`src/rtl/router_pkg.sv`:
```
// Shared definitions for the router receive port: FSM encoding, header field positions,
// per-packet status record and the buffer entry packing helper.
package router_pkg;

   localparam int LEN_MSB  = 7;
   localparam int LEN_LSB  = 2;
   localparam int ADDR_MSB = 1;
   localparam int ADDR_LSB = 0;

   localparam logic [1:0] ST_IDLE     = 2'd0;
   localparam logic [1:0] ST_HDR_WAIT = 2'd1;
   localparam logic [1:0] ST_BODY     = 2'd2;
   localparam logic [1:0] ST_DONE     = 2'd3;

   typedef enum logic [1:0] {
      RX_IDLE     = ST_IDLE,
      RX_HDR_WAIT = ST_HDR_WAIT,
      RX_BODY     = ST_BODY,
      RX_DONE     = ST_DONE
   } rx_state_e;

   typedef struct packed {
      logic parity_err;
      logic addr_err;
      logic trunc_err;
   } rx_status_t;

   // Buffer entry layout is {sop, eop, data}.
   function automatic logic [9:0] buf_entry(input logic sop, input logic eop, input logic [7:0] data);
      return {sop, eop, data};
   endfunction

endpackage

```
`src/rtl/router_rx_port_if.sv`:
```
// Router FIFO drain, output byte stream and status strobe of one receive port.
interface router_rx_port_if;
   logic       vld_out;
   logic [7:0] fifo_data;
   logic       read_enb;
   logic [7:0] m_data;
   logic       m_valid;
   logic       m_ready;
   logic       m_sop;
   logic       m_eop;
   logic       pkt_done;
   logic       parity_err;
   logic       addr_err;
   logic       trunc_err;

   modport master (
      input  vld_out, fifo_data, m_ready,
      output read_enb, m_data, m_valid, m_sop, m_eop, pkt_done, parity_err, addr_err, trunc_err
   );

   modport slave (
      output vld_out, fifo_data, m_ready,
      input  read_enb, m_data, m_valid, m_sop, m_eop, pkt_done, parity_err, addr_err, trunc_err
   );
endinterface

```
`src/rtl/router_rx_buf.sv`:
```
// Synchronous FIFO of {sop, eop, data} entries with occupancy count; the newest entry's
// eop bit can be forced when a packet is cut short.
module router_rx_buf #(
   parameter  int unsigned DEPTH = 4,
   localparam int unsigned AW    = $clog2(DEPTH),
   localparam int unsigned CW    = AW + 1
) (
   input  logic          clock,
   input  logic          reset,
   input  logic          push_i,
   input  logic          pop_i,
   input  logic          fix_eop_i,
   input  logic [9:0]    wdata_i,
   output logic [9:0]    rdata_o,
   output logic [CW-1:0] count_o,
   output logic          empty_o
);
   logic [9:0]    mem_q [DEPTH];
   logic [AW-1:0] wr_ptr_q;
   logic [AW-1:0] rd_ptr_q;
   logic [CW-1:0] count_q;

   // Pointer and occupancy tracking.
   always_ff @(posedge clock) begin
      if (reset) begin
         wr_ptr_q <= '0;
         rd_ptr_q <= '0;
         count_q  <= '0;
      end else begin
         if (push_i) wr_ptr_q <= wr_ptr_q + AW'(1);
         if (pop_i)  rd_ptr_q <= rd_ptr_q + AW'(1);
         case ({push_i, pop_i})
            2'b10:   count_q <= count_q + CW'(1);
            2'b01:   count_q <= count_q - CW'(1);
            default: count_q <= count_q;
         endcase
      end
   end

   // Entry storage; the eop fix-up targets the most recently written entry.
   always_ff @(posedge clock) begin
      if (push_i) begin
         mem_q[wr_ptr_q] <= wdata_i;
      end else if (fix_eop_i && (count_q != '0)) begin
         mem_q[wr_ptr_q - AW'(1)][8] <= 1'b1;
      end
   end

   assign empty_o = (count_q == '0);
   assign count_o = count_q;
   assign rdata_o = empty_o ? 10'd0 : mem_q[rd_ptr_q];

   router_rx_buf_chk #(.DEPTH(DEPTH), .CW(CW)) u_chk (
      .clock   (clock),
      .reset   (reset),
      .push_i  (push_i),
      .pop_i   (pop_i),
      .count_i (count_q)
   );
endmodule

```
`src/rtl/router_rx_buf_chk.sv`:
```
// Occupancy assertions for the receive output buffer.
module router_rx_buf_chk #(
   parameter int unsigned DEPTH = 4,
   parameter int unsigned CW    = 3
) (
   input logic          clock,
   input logic          reset,
   input logic          push_i,
   input logic          pop_i,
   input logic [CW-1:0] count_i
);
   a_no_overflow: assert property (@(posedge clock) disable iff (reset)
      !(push_i && !pop_i && (32'(count_i) == DEPTH)));

   a_no_underflow: assert property (@(posedge clock) disable iff (reset)
      !(pop_i && (count_i == '0)));
endmodule

```
`src/rtl/router_rx_port.sv`:
```
// Receive side of one router output port: drains the port FIFO, re-frames packets onto a
// valid/ready byte stream and reports per-packet status. ROUTER_RX_STATS_EN adds counters.
module router_rx_port
   import router_pkg::*;
#(
   parameter logic [1:0]  PORT_ADDR = 2'd0,
   parameter int unsigned BUF_DEPTH = 4,
   parameter int unsigned ABORT_CYC = 64
) (
   input  logic             clock,
   input  logic             reset,
   router_rx_port_if.master bus
`ifdef ROUTER_RX_STATS_EN
   ,
   output logic [15:0]      pkt_cnt,
   output logic [15:0]      err_cnt
`endif
);
   localparam int unsigned CW  = $clog2(BUF_DEPTH) + 1;
   localparam int unsigned ACW = $clog2(ABORT_CYC);

   logic [1:0]     state_q, state_d;
   logic           inflight_q;
   logic [6:0]     rd_left_q, rd_left_d;
   logic [7:0]     par_q, par_d;
   rx_status_t     status_q, status_d;
   logic [ACW-1:0] abort_q, abort_d;
   logic           need_byte_s, read_s, push_s, pop_s, fix_eop_s, empty_s, done_s;
   logic [9:0]     wdata_s, head_s;
   logic [CW-1:0]  count_s;
   logic [5:0]     len_s;

   assign len_s  = bus.fifo_data[LEN_MSB:LEN_LSB];
   assign read_s = !reset && bus.vld_out && need_byte_s &&
                   ((32'(count_s) + 32'(inflight_q)) < BUF_DEPTH);
   assign pop_s  = !empty_s && bus.m_ready;
   assign done_s = (state_q == ST_DONE);

   // Packet framing FSM; rd_left counts bytes still to capture, reads stop once the
   // outstanding read already covers the last one.
   always_comb begin
      state_d     = state_q;
      rd_left_d   = rd_left_q;
      par_d       = par_q;
      status_d    = status_q;
      abort_d     = '0;
      need_byte_s = 1'b0;
      push_s      = 1'b0;
      fix_eop_s   = 1'b0;
      wdata_s     = 10'd0;
      case (state_q)
         ST_IDLE: begin
            need_byte_s = 1'b1;
            if (read_s) state_d = ST_HDR_WAIT;
            else        state_d = ST_IDLE;
         end
         ST_HDR_WAIT: begin
            if (inflight_q) begin
               push_s    = 1'b1;
               wdata_s   = buf_entry(1'b1, len_s == 6'd0, bus.fifo_data);
               rd_left_d = {1'b0, len_s} + 7'd1;
               par_d     = bus.fifo_data;
               status_d  = '{parity_err: 1'b0,
                              addr_err:   (bus.fifo_data[ADDR_MSB:ADDR_LSB] != PORT_ADDR),
                              trunc_err:  1'b0};
               state_d   = ST_BODY;
            end else begin
               state_d   = ST_HDR_WAIT;
            end
         end
         ST_BODY: begin
            need_byte_s = (rd_left_q > {6'd0, inflight_q});
            if (inflight_q) begin
               rd_left_d = rd_left_q - 7'd1;
               if (rd_left_q > 7'd1) begin
                  push_s  = 1'b1;
                  wdata_s = buf_entry(1'b0, rd_left_q == 7'd2, bus.fifo_data);
                  par_d   = par_q ^ bus.fifo_data;
               end else begin
                  status_d.parity_err = (par_q != bus.fifo_data);
                  state_d             = ST_DONE;
               end
            end else if ((rd_left_q != 7'd0) && !bus.vld_out) begin
               if (abort_q == ACW'(ABORT_CYC - 1)) begin
                  fix_eop_s           = 1'b1;
                  status_d.parity_err = 1'b0;
                  status_d.trunc_err  = 1'b1;
                  state_d             = ST_DONE;
               end else begin
                  abort_d = abort_q + ACW'(1);
               end
            end else begin
               abort_d = '0;
            end
         end
         ST_DONE: begin
            state_d = ST_IDLE;
         end
         default: begin
            state_d = ST_IDLE;
         end
      endcase
   end

   // State registers.
   always_ff @(posedge clock) begin
      if (reset) begin
         state_q    <= ST_IDLE;
         inflight_q <= 1'b0;
         rd_left_q  <= 7'd0;
         par_q      <= 8'd0;
         status_q   <= '0;
         abort_q    <= '0;
      end else begin
         state_q    <= state_d;
         inflight_q <= read_s;
         rd_left_q  <= rd_left_d;
         par_q      <= par_d;
         status_q   <= status_d;
         abort_q    <= abort_d;
      end
   end

   router_rx_buf #(.DEPTH(BUF_DEPTH)) u_buf (
      .clock     (clock),
      .reset     (reset),
      .push_i    (push_s),
      .pop_i     (pop_s),
      .fix_eop_i (fix_eop_s),
      .wdata_i   (wdata_s),
      .rdata_o   (head_s),
      .count_o   (count_s),
      .empty_o   (empty_s)
   );

   assign bus.read_enb   = read_s;
   assign bus.m_valid    = !empty_s;
   assign bus.m_sop      = head_s[9];
   assign bus.m_eop      = head_s[8];
   assign bus.m_data     = head_s[7:0];
   assign bus.pkt_done   = done_s;
   assign bus.parity_err = done_s && status_q.parity_err;
   assign bus.addr_err   = done_s && status_q.addr_err;
   assign bus.trunc_err  = done_s && status_q.trunc_err;

`ifdef ROUTER_RX_STATS_EN
   logic [15:0] pkt_cnt_q, err_cnt_q;

   // Saturating packet and errored-packet counters.
   always_ff @(posedge clock) begin
      if (reset) begin
         pkt_cnt_q <= 16'd0;
         err_cnt_q <= 16'd0;
      end else if (done_s) begin
         if (pkt_cnt_q != 16'hFFFF) pkt_cnt_q <= pkt_cnt_q + 16'd1;
         if ((|status_q) && (err_cnt_q != 16'hFFFF)) err_cnt_q <= err_cnt_q + 16'd1;
      end
   end

   assign pkt_cnt = pkt_cnt_q;
   assign err_cnt = err_cnt_q;
`endif
endmodule

```
`src/flat_wrapper.sv`:
```
// flat-port wrapper written by rule: the top's interface ports become plain ports
module router_rx_port_flat import router_pkg::*;
#(
   parameter logic [1:0]  PORT_ADDR = 2'd0,
   parameter int unsigned BUF_DEPTH = 4,
   parameter int unsigned ABORT_CYC = 64
)
  (clock, reset, bus_vld_out, bus_fifo_data, bus_m_ready, bus_read_enb, bus_m_data, bus_m_valid, bus_m_sop, bus_m_eop, bus_pkt_done, bus_parity_err, bus_addr_err, bus_trunc_err);
  router_rx_port_if bus_i ();
  input  logic clock;
  input  logic reset;
  input wire logic [$bits(bus_i.vld_out)-1:0] bus_vld_out;
  input wire logic [$bits(bus_i.fifo_data)-1:0] bus_fifo_data;
  input wire logic [$bits(bus_i.m_ready)-1:0] bus_m_ready;
  output wire logic [$bits(bus_i.read_enb)-1:0] bus_read_enb;
  output wire logic [$bits(bus_i.m_data)-1:0] bus_m_data;
  output wire logic [$bits(bus_i.m_valid)-1:0] bus_m_valid;
  output wire logic [$bits(bus_i.m_sop)-1:0] bus_m_sop;
  output wire logic [$bits(bus_i.m_eop)-1:0] bus_m_eop;
  output wire logic [$bits(bus_i.pkt_done)-1:0] bus_pkt_done;
  output wire logic [$bits(bus_i.parity_err)-1:0] bus_parity_err;
  output wire logic [$bits(bus_i.addr_err)-1:0] bus_addr_err;
  output wire logic [$bits(bus_i.trunc_err)-1:0] bus_trunc_err;
  assign bus_i.vld_out = bus_vld_out;
  assign bus_i.fifo_data = bus_fifo_data;
  assign bus_i.m_ready = bus_m_ready;
  assign bus_read_enb = bus_i.read_enb;
  assign bus_m_data = bus_i.m_data;
  assign bus_m_valid = bus_i.m_valid;
  assign bus_m_sop = bus_i.m_sop;
  assign bus_m_eop = bus_i.m_eop;
  assign bus_pkt_done = bus_i.pkt_done;
  assign bus_parity_err = bus_i.parity_err;
  assign bus_addr_err = bus_i.addr_err;
  assign bus_trunc_err = bus_i.trunc_err;
  router_rx_port #(.PORT_ADDR(PORT_ADDR), .BUF_DEPTH(BUF_DEPTH), .ABORT_CYC(ABORT_CYC)) u_core (.clock(clock), .reset(reset), .bus(bus_i));
endmodule
```
`config.mk`:
```
export PLATFORM = sky130hd
export DESIGN_NAME = router_rx_port_flat
export DESIGN_NICKNAME = d
export VERILOG_FILES = /design/src/rtl/router_pkg.sv /design/src/rtl/router_rx_port_if.sv /design/src/rtl/router_rx_buf.sv /design/src/rtl/router_rx_buf_chk.sv /design/src/rtl/router_rx_port.sv /design/src/flat_wrapper.sv
export SDC_FILE = /design/constraint.sdc
export NUM_CORES = 1
export LEC_CHECK = 0
export ABC_AREA = 0
export BUFFER_PORTS_ARGS = -buffer_cell sky130_fd_sc_hd__buf_2
export CAP_MARGIN = 10
export CORE_MARGIN = 1
export CORE_UTILIZATION = 25
export DETAILED_ROUTE_END_ITERATION = 8
export GPL_TIMING_DRIVEN = 0
export PLACE_DENSITY = 0.42
export SLEW_MARGIN = 20
export SYNTH_ARGS = -nofsm -noshare
export SYNTH_HDL_FRONTEND = slang
export SYNTH_SLANG_ARGS = --single-unit
```
`constraint.sdc`:
```
create_clock -name clock -period 4.6 [get_ports clock]
set_input_delay 0.46 -clock clock [delete_from_list [all_inputs] [get_ports clock]]
set_output_delay 0.46 -clock clock [all_outputs]
set_load 0.01 [all_outputs]
```
==> run_results.csv <==
group,metric,value,unit
clock_network,clockRootBuffer,"clkbuf_16",
die,rows,44,
timing,hold_violations,0,
synth,netlist.area_leader.share,31.7,%
power_and_ir_drop,power_density,368,mW/mm^2
global_route,antenna_found_initial,0,
global_route,grt-ovfl-total,0,
placement,hpwl,6590,microns
drt,vias_per_cell,4.69,
global_route,grt_max_degree,14,
clock_network,insertion_delay,0.35,ns
die,die_y,125,microns
timing,worst_slack,1.32,ns
synth,ys_seq_area_share,50.7,%
power_and_ir_drop,switchingPower,0.384,mW
setup_path,crit_path_max_fanout,10,
drt,drt_wl_total,8940,microns
clock_network,max-clock-path-buffers,2,
synth,synth-compound-area-share,12.2,%
final_layout,finalNetCount,415,
power_and_ir_drop,total_power,1.64,mW
synth,synth_xor_area_share,4.86,%
final_layout,multi_input_area,0.00174,sq mm
timing,rsz0062_at_grt,"no",
drt,wl_per_cell,15.5,microns
timing,setup_viol,0,
die,core-area,0.0146,sq mm
timing,finClkSkew,0.00590,ns
synth,ys_types,52,
timing,holdWs,0.419,ns
drt,drt.antenna.violating_nets,0,
power_and_ir_drop,clockPowerShare,46.7,%
timing,period_share,71.3,%
final_layout,fillers,1505,
synth,synth_top_family_by_area,"simple AND/OR/NAND/NOR gates",
placement,place_ws,1.32,ns
synth,synth-edff-count,40,
timing,setup_tns,0,ns
placement,io_buffers,23,
synth,ys_ff_latch,76,
clock_network,cts_hold_buf,0,
setup_path,cp-end-kind,"flop",
power_and_ir_drop,leakagePower,1.53,nW
global_route,grt_pass1_vias,2768,
setup_path,cp.arrival,3.55,ns
synth,yosys-top-cells-area,"edfxtp_1 (32%), dfxtp_1 (19%), mux4_2 (5.9%)",
power_and_ir_drop,p_comb_share,8.7,%
drt,dr.pass1.iters,8,
final_layout,drive_gt1_share,15.2,%
setup_path,critical_path_class,"reg2reg",
final_layout,area.sequential,0.00192,sq mm
timing,fmax,305,MHz
die,io_pins,28,
clock_network,post_cts_buffers,0,
synth,syn-cell-area,0.00379,sq mm
synth,synth_fa_ha_area_share,4.82,%
drt,drt-initial-drc-count,123,
synth,synth_ff_type,"edfxtp_1",
power_and_ir_drop,switching_share,23.4,%
die,die_w,125,microns
drt,vias,2708,
timing,worst_pin_slew,0.927,ns
drt,drc,2,
final_layout,area_growth,17.9,%
timing,layout_min_cycle_time,3.28,ns
die,start_util,25.9,%
timing,slew_viol_final,0,
synth,synthSimpleGateAreaFrac,17.0,%
clock_network,cts.sinks,76,
synth,syn_nets,380,
min_path,worstHoldPathType,"in2reg",
status,status,"finished with violations",
synth,synth_mux_area_share,6.77,%
synth,yosysTopAreaCell,"edfxtp_1",
timing,relSlewSlack,37.9,%
clock_network,clk_pin_slew_worst_paths,0.06,ns
setup_path,required,4.87,ns
global_route,grtUsageTotal,12.4,%
placement,place.gp.congestion,0.778,
synth,yosysWarnings,0,
synth,syn_area_per_cell,10.7,sq um
power_and_ir_drop,p_int,1.26,mW
global_route,grt_pass1_wl,14700,microns
synth,synth_cells,354,
die,dieArea,0.0156,sq mm
power_and_ir_drop,ir_worst_vdd,185,uV
synth,synthArstFlopShare,0,%
clock_network,cts_resized,0,
clock_network,cts_tree,"built",
final_layout,instances_no_fill,578,
setup_path,start_kind,"flop",
final_layout,antenna_cells,0,
flow_run,drv_cap,0,
status,violations,"DRC",
clock_network,cts_buffers,9,
placement,placedCellCount,562,
clock_network,htree_levels,3,
power_and_ir_drop,p_seq_share,44.6,%
[metal layers]
layer | routed length, microns | global-route usage [%] | vias to the layer above
li1 | - | - | 1343
met1 | 4180 | 14.9 | 1302
met2 | 4280 | 20.6 | 49
met3 | 289 | 3.17 | 14
met4 | 189 | 6.24 | 0
met5 | 0 | 0 | -
[worst max-delay path: stages, from the launching register on]
cell     delay (ns)
dfxtp_1        0.39
nor4_4         0.53
a31oi_1        0.30
o21a_1         0.36
inv_1          0.26
ha_1           0.25
inv_1          0.08
fa_1           0.43
xor2_1         0.16
or3_1          0.30
a21oi_1        0.15
[cells in the mapped netlist (4+ instances only)]
library cell  number
edfxtp_1          40
dfxtp_1           36
nor2_1            31
o21ai_0           25
nand3_1           23
and2_1            21
a21oi_1           18
nand2_1           16
inv_1             15
clkbuf_1          14
ha_1              13
xnor2_1           13
mux4_2            10
a21boi_0           8
xor2_1             8
nor3_1             5
and3_1             4
[final timing paths]
path                                           from  slack (ns)  cells after the start                       to
worst min-delay path               bus_fifo_data[0]        0.42                      3          u_core.par_q[0]
worst min register to register    u_core.abort_q[0]        0.45                      1        u_core.abort_q[0]
worst max register to register  u_core.rd_left_q[2]        1.32                     10  u_core.u_buf.count_o[2]
worst max-delay path            u_core.rd_left_q[2]        1.32                     10  u_core.u_buf.count_o[2]
[cells by family (layout without fill, tap and decap cells)]
| family | count (synthesis) | count (layout) |
|---|---|---|
| flops | 76 | 76 |
| buf+inv | 35 | 75 |
| simple gates | 121 | 121 |
| xor+xnor | 21 | 21 |
| mux | 13 | 13 |
| compound gates | 74 | 74 |
| fa+ha+maj | 14 | 14 |
[cells in the final DEF, fill, tap and decap left out, drive strengths merged, types with 3 or more instances in the layout]
cell type   n
mux4       10
a21oi      18
nand2b      3
nand3      23
or3         3
and2       21
nand4       3
inv        15
ha         13
xor2        8
dfxtp      36
xnor2      13
edfxtp     40
o21bai      3
nand2      16
a21boi      8
and3        4
clkbuf     25
nor3        5
o21ai      26
nor2       31
buf        30
[cell type report]
cell class | count | area share [%]
Inverter | 15 | 1.26
Tap cell | 184 | 5.16
Clock buffer | 11 | 5.44
Timing Repair Buffer | 24 | 2.75
Multi-Input combinational cell | 243 | 38.9
Buffer | 20 | 1.77
Clock inverter | 5 | 1.71
Sequential cell | 76 | 43.0
[power groups by stage]
stage	combinational, mW	clock [mW]	sequential [mW]
CTS	0.146	0.786	0.732
global placement	0.144	0	0.747
detailed placement	0.145	0	0.747
floorplan	0.101	0	0.744
finish	0.143	0.767	0.732
global route	0.161	0.806	0.734
[registers in the layout, indices dropped and copies added (netlist names), named ones only]
| register | count |
|---|---|
| u_core.u_buf.mem_q | 40 |
| u_core.par_q | 8 |
| u_core.rd_left_q | 7 |
| u_core.abort_q | 6 |
| u_core.status_q | 3 |
| u_core.u_buf.count_o | 3 |
| u_core.u_buf.rd_ptr_q | 2 |
| u_core.u_buf.wr_ptr_q | 2 |
| u_core.inflight_q | 1 |
| u_core.state_q | 1 |
[through the flow]
step                      area [sq um]  util [%]
after floorplan                   3790         -
after CTS                         4460      30.5
after global placement            4130      28.2
after global routing              4460      30.5
after detailed placement          4150      28.3
final                             4460      30.5
(Power assumes the default switching activity.)
